**src/rtl/registrador_pkg.sv**
```systemverilog
// Shared types and limits for the universal register and its next-state helper.
package registrador_pkg;

    localparam int unsigned MODE_W    = 3;
    localparam int unsigned WIDTH_MIN = 2;
    localparam int unsigned WIDTH_MAX = 64;

    typedef enum logic [MODE_W-1:0] {
        M_HOLD = 3'b000,
        M_LOAD = 3'b001,
        M_SHL  = 3'b010,
        M_SHR  = 3'b011,
        M_ROL  = 3'b100,
        M_ROR  = 3'b101,
        M_INC  = 3'b110,
        M_DEC  = 3'b111
    } mode_t;

    // Terminal-count condition: the cycle before an INC or DEC wraps around.
    function automatic logic is_terminal(input mode_t mode, input logic all_ones, input logic all_zero);
        return ((mode == M_INC) && all_ones) || ((mode == M_DEC) && all_zero);
    endfunction

endpackage

```
**src/rtl/registrador_prox_estado.sv**
```systemverilog
// Combinational next-state for the universal register: value q takes if the operation is enabled.
module registrador_prox_estado
    import registrador_pkg::*;
#(
    parameter int unsigned WIDTH = 8
) (
    input  logic [WIDTH-1:0] q,
    input  mode_t            mode,
    input  logic [WIDTH-1:0] d,
    input  logic             sin_r,
    input  logic             sin_l,
    output logic [WIDTH-1:0] q_next
);

    // Every mode encoding is decoded, so no value can leave q_next unassigned.
    always_comb begin
        q_next = q;
        unique case (mode)
            M_HOLD: q_next = q;
            M_LOAD: q_next = d;
            M_SHL:  q_next = {q[WIDTH-2:0], sin_r};
            M_SHR:  q_next = {sin_l, q[WIDTH-1:1]};
            M_ROL:  q_next = {q[WIDTH-2:0], q[WIDTH-1]};
            M_ROR:  q_next = {q[0], q[WIDTH-1:1]};
            M_INC:  q_next = q + WIDTH'(1);
            M_DEC:  q_next = q - WIDTH'(1);
        endcase
    end

endmodule

```
**src/rtl/registrador_universal.sv**
```systemverilog
// Parametrised universal register: load, clear, shift, rotate and wrap-around count,
// with serial outputs and terminal count for chaining into wider registers.
module registrador_universal
    import registrador_pkg::*;
#(
    parameter int unsigned WIDTH   = 8,
    parameter logic [63:0] RST_VAL = 64'h0
) (
    input  logic             clk,
    input  logic             rst,
    input  logic             clr,
    input  logic             en,
    input  mode_t            mode,
    input  logic [WIDTH-1:0] d,
    input  logic             sin_r,
    input  logic             sin_l,
    output logic [WIDTH-1:0] q,
    output logic             sout_l,
    output logic             sout_r,
    output logic             tc,
    output logic             zero
);

    localparam logic [WIDTH-1:0] RST_Q = WIDTH'(RST_VAL);

    logic [WIDTH-1:0] q_next;

    registrador_prox_estado #(
        .WIDTH (WIDTH)
    ) u_prox_estado (
        .q      (q),
        .mode   (mode),
        .d      (d),
        .sin_r  (sin_r),
        .sin_l  (sin_l),
        .q_next (q_next)
    );

    // Priority: rst, then clr, then enable; mode only matters when enabled.
    always_ff @(posedge clk) begin
        if (rst) begin
            q <= RST_Q;
        end else if (clr) begin
            q <= '0;
        end else if (en) begin
            q <= q_next;
        end
    end

    // Status outputs follow q directly so a downstream en can be driven from tc.
    assign sout_l = q[WIDTH-1];
    assign sout_r = q[0];
    assign zero   = (q == '0);
    assign tc     = en & is_terminal(mode, &q, zero);

endmodule

```
**config.mk**
```make
export PLATFORM = sky130hd
export DESIGN_NAME = registrador_universal
export DESIGN_NICKNAME = d
export VERILOG_FILES = /design/src/rtl/registrador_pkg.sv /design/src/rtl/registrador_prox_estado.sv /design/src/rtl/registrador_universal.sv
export SDC_FILE = /design/constraint.sdc
export NUM_CORES = 1
export LEC_CHECK = 0
export CAP_MARGIN = 10
export CORE_MARGIN = 2
export CORE_UTILIZATION = 54
export CTS_BUF_LIST = sky130_fd_sc_hd__clkbuf_2
export CTS_CLUSTER_DIAMETER = 80
export DETAILED_ROUTE_END_ITERATION = 16
export GPL_TIMING_DRIVEN = 0
export HOLD_SLACK_MARGIN = 0.03
export PLACE_DENSITY = 0.95
export SLEW_MARGIN = 20
export SYNTH_ARGS = -nofsm -noshare
export SYNTH_HDL_FRONTEND = slang
export SYNTH_HIERARCHICAL = 1
export SYNTH_SLANG_ARGS = --single-unit
```
**constraint.sdc**
```tcl
create_clock -name clk -period 5.15 [get_ports clk]
set_input_delay 0.515 -clock clk [delete_from_list [all_inputs] [get_ports clk]]
set_output_delay 0.515 -clock clk [all_outputs]
set_load 0.03 [all_outputs]
```
==> flow_metrics.env <==
export IMPL_reg2reg_to="q[6]"
export IMPL_setup_tns_ns=0
export IMPL_synthFlopType="dfxtp_1"
export IMPL_p_per_area_nw_per_um2=149.6
export IMPL_antenna_found_initial=0
export IMPL_async_flop_share_pct=0
export IMPL_r2r_start="q[1]"
export IMPL_placeableCoreArea_sq_um=1922
export IMPL_dieHeight_um=48.51
export IMPL_grt_pass1_wl_um=5168
export IMPL_synth_distinct_cells=50
export IMPL_start_kind="input pin"
export IMPL_fmax_ghz=0.3438
export IMPL_rrSetupSlack_ns=2.89
export IMPL_arrival_ns=3.01
export IMPL_regMostFlops="q"
export IMPL_yosysTopAreaCellShare_pct=14.97
export IMPL_design_area_sq_um=1389
export IMPL_io_pins=29
export IMPL_netlist_area_sq_um=1070
export IMPL_synth_edf_count=0
export IMPL_area_growth_pct=29.82
export IMPL_seq_area_sq_um=160.2
export IMPL_skew_ns=0.0001800
export IMPL_cts_sinks=8
export IMPL_cap_violations=0
export IMPL_required_ns=5.25
export IMPL_rsz0062_at_grt="no"
export IMPL_worst_pin_slew_ns=0.6959
export IMPL_rr_worst_depth=10
export IMPL_cts_root_buf="clkbuf_2"
export IMPL_hold_violations=0
export IMPL_cts_inserted_buffers=3
export IMPL_route_detailed_drc=0
export IMPL_path_buf_inv=3
export IMPL_use_met1_pct=32.38
export IMPL_synth_nets=160
export IMPL_hpwl_um=2291
export IMPL_synth_avg_cell_area_sq_um=7.534
export IMPL_drt_first_iter_violations=64
export IMPL_path_delay_family="simple AND/OR/NAND/NOR gates"
export IMPL_clk_latency_ns=0.22
export IMPL_largest_register_ff_count=8
export IMPL_whs_endpoint="q[3]"
export IMPL_clk_pin_slew_ns=0.06
export IMPL_firstDrtPassIters=5
export IMPL_final_nets=192
export IMPL_htreeDepth=1
export IMPL_diodes=0
export IMPL_top_regs="q (8)"
export IMPL_overflow=0
export IMPL_finalMaxSlewViolations=0
export IMPL_drive_above_1_share_pct=16.28
export IMPL_holdBufCountCts=0
export IMPL_n_fill_cell=164
export IMPL_drt_total_wl_um=3040
export IMPL_relSlewSlack_pct=53.43
export IMPL_hold_class="flip-flop to flip-flop"
export IMPL_syn_inst=142
export IMPL_min_from="q[3]"
export IMPL_hold_depth=2
export IMPL_crit_slowest_cell="or4_1"
export IMPL_vias=1273
export IMPL_gp_congestion=0.9414
export IMPL_cts_resized=0
export IMPL_multi_input_area_sq_um=803.3
export IMPL_rows=16
export IMPL_tritoncts="done"
export IMPL_use_met3_pct=7.099
export IMPL_avgViaCountPerCell=6.397
export IMPL_cp_slowest_stage_delay_ns=0.52
export IMPL_dieArea_sq_um=2353
export IMPL_synth_seq_cells=8
export IMPL_crit_chain="clkdlybuf4s50_1, buf_4, nand3_2, xnor2_1, ha_1, inv_1, or4_1, nand3_1, and3b_2, nor3_2, mux2i_1, nor2_1"
export IMPL_wl_per_cell_um=15.28
export IMPL_gr_usage_met2_pct=48.38
export IMPL_grt_pass1_vias=1158
export IMPL_clock_tree_buffer_depth=2
export IMPL_critical_path_class="input pin to flip-flop"
export IMPL_status="completed"
export IMPL_grt_start_max_net_pins=15
export IMPL_cp_end_kind="flip-flop"
export IMPL_grt_busiest_layer="met2"
export IMPL_die_x_um=48.51
export IMPL_grt_usage_pct=27.25
export IMPL_cp_max_fo=10
export IMPL_portBuffers=27
export IMPL_place_area_sq_um=1374
export IMPL_synth_area_leader_cell="dfxtp_1"
export IMPL_cts_setup_buffers=0
export IMPL_ir_drop_v=0.0002224
export IMPL_finalCritPeriodShare_pct=56.48
export IMPL_min_period_ns=2.909
export IMPL_p_leak_nw=0.5312
export IMPL_synthTopCellsByArea="dfxtp_1 15%, mux2i_1 9.4%, xnor2_1 5.7%, o21ai_0 4.7%, nor2_1 4.6%"
export IMPL_antenna_left=0
export IMPL_initial_core_util_pct=55.66
export IMPL_setup_violations=0
export IMPL_yosys_warnings=6
export IMPL_ys_seq_area_share_pct=14.97
-- cells by family (layout without fill, tap and decap cells) --
logic type	Yosys count	after routing	synth area share (%)
fa+ha+maj	2	2	2.105
simple gates	49	49	27.49
buf+inv	19	49	9.940
compound gates	46	46	29.36
xor+xnor	7	7	5.731
mux	11	11	10.41
flops	8	8	14.97
-- worst register-to-register path: cells and delay by family (launching register included) --
kind	cells	cell delay (ns)
simple gates	5	0.95
fa+ha+maj	1	0.28
mux	1	0.14
buf+inv	2	0.23
flops	1	0.41
xor+xnor	1	0.12
-- synth_stat cells (2+ instances only) --
master and count:
nand2_1 6, o221a_2 2, nor2_1 13, nor4b_1 2, a21oi_1 8, or4_4 2
nor3_1 3, mux2i_1 10, nor2b_1 4, nand4_1 2, nor3b_1 2, dfxtp_1 8
inv_1 6, a31oi_1 4, buf_4 3, o22ai_1 4, xnor2_1 7, o31ai_1 3
or4_1 3, nor3_2 2, o21ai_0 10, nand3_1 3, buf_2 7, buf_6 2
-- cell type report --
cell class	count	share of cell area, %
tap	27	2.432
multi-input combinational	115	57.84
inverter	6	1.622
clock buffer	3	1.081
buffer	13	6.036
timing repair buffer	27	19.46
sequential	8	11.53
-- per-layer routing --
| layer | vias up | part of all wire [%] |
|---|---|---|
| li1 | 602 | - |
| met5 | - | 0 |
| met3 | 12 | 9.4 |
| met1 | 589 | 40 |
| met4 | 0 | 2.4 |
| met2 | 70 | 48 |
-- how the worst max path moves through the flow --
stage / endpoint / cells past startpoint / start
6_report: q[6] / 12 / mode[1]
5_1_grt: q[6] / 12 / mode[1]
4_1_cts: q[6] / 12 / mode[1]
3_5_place_dp: q[6] / 12 / mode[1]
3_3_place_gp: q[6] / 12 / mode[1]
2_1_floorplan: q[6] / 11 / mode[1]
-- where the power goes --
part / total (mW) / internal, mW / switching, mW
logic: 0.105 / 0.0515 / 0.0533
registers: 0.0692 / 0.0641 / 0.00509
clock network: 0.0337 / 0.0158 / 0.0179
-- metrics by stage --
step	instances	setup slack (ns)	hold slack, ns	util, %	total power, mW
floorplan	142	2.871	0.6657	-	0.1394
global placement	196	2.158	0.5593	71.48	0.1704
detailed placement	196	2.071	0.5560	71.48	0.1740
CTS	199	2.296	0.5678	72.27	0.2086
global route	199	2.124	0.5981	72.27	0.2213
finish	199	2.241	0.5679	72.27	0.2078
-- cells in the final DEF (no fill, tap or decap), types with 2 or more instances in the layout --
| cell | synthesis | final |
|---|---|---|
| mux2i_1 | 10 | 10 |
| nand4_1 | 2 | 2 |
| buf_6 | 2 | 2 |
| nor3_2 | 2 | 2 |
| nor3_1 | 3 | 3 |
| or4_1 | 3 | 3 |
| nor2b_1 | 4 | 4 |
| dfxtp_1 | 8 | 8 |
| buf_4 | 3 | 3 |
| nand2_1 | 6 | 6 |
| o31ai_1 | 3 | 3 |
| o221a_2 | 2 | 2 |
| nor3b_1 | 2 | 2 |
| nor2_1 | 13 | 13 |
| nor4b_1 | 2 | 2 |
| nand3_1 | 3 | 3 |
| inv_1 | 6 | 6 |
| clkdlybuf4s50_1 | 0 | 27 |
| or4_4 | 2 | 2 |
| a21oi_1 | 8 | 8 |
| clkbuf_2 | 0 | 3 |
| o21ai_0 | 10 | 10 |
| buf_2 | 7 | 7 |
| a31oi_1 | 4 | 4 |
| xnor2_1 | 7 | 7 |
| o22ai_1 | 4 | 4 |
Power figures use the tool's default switching activity.
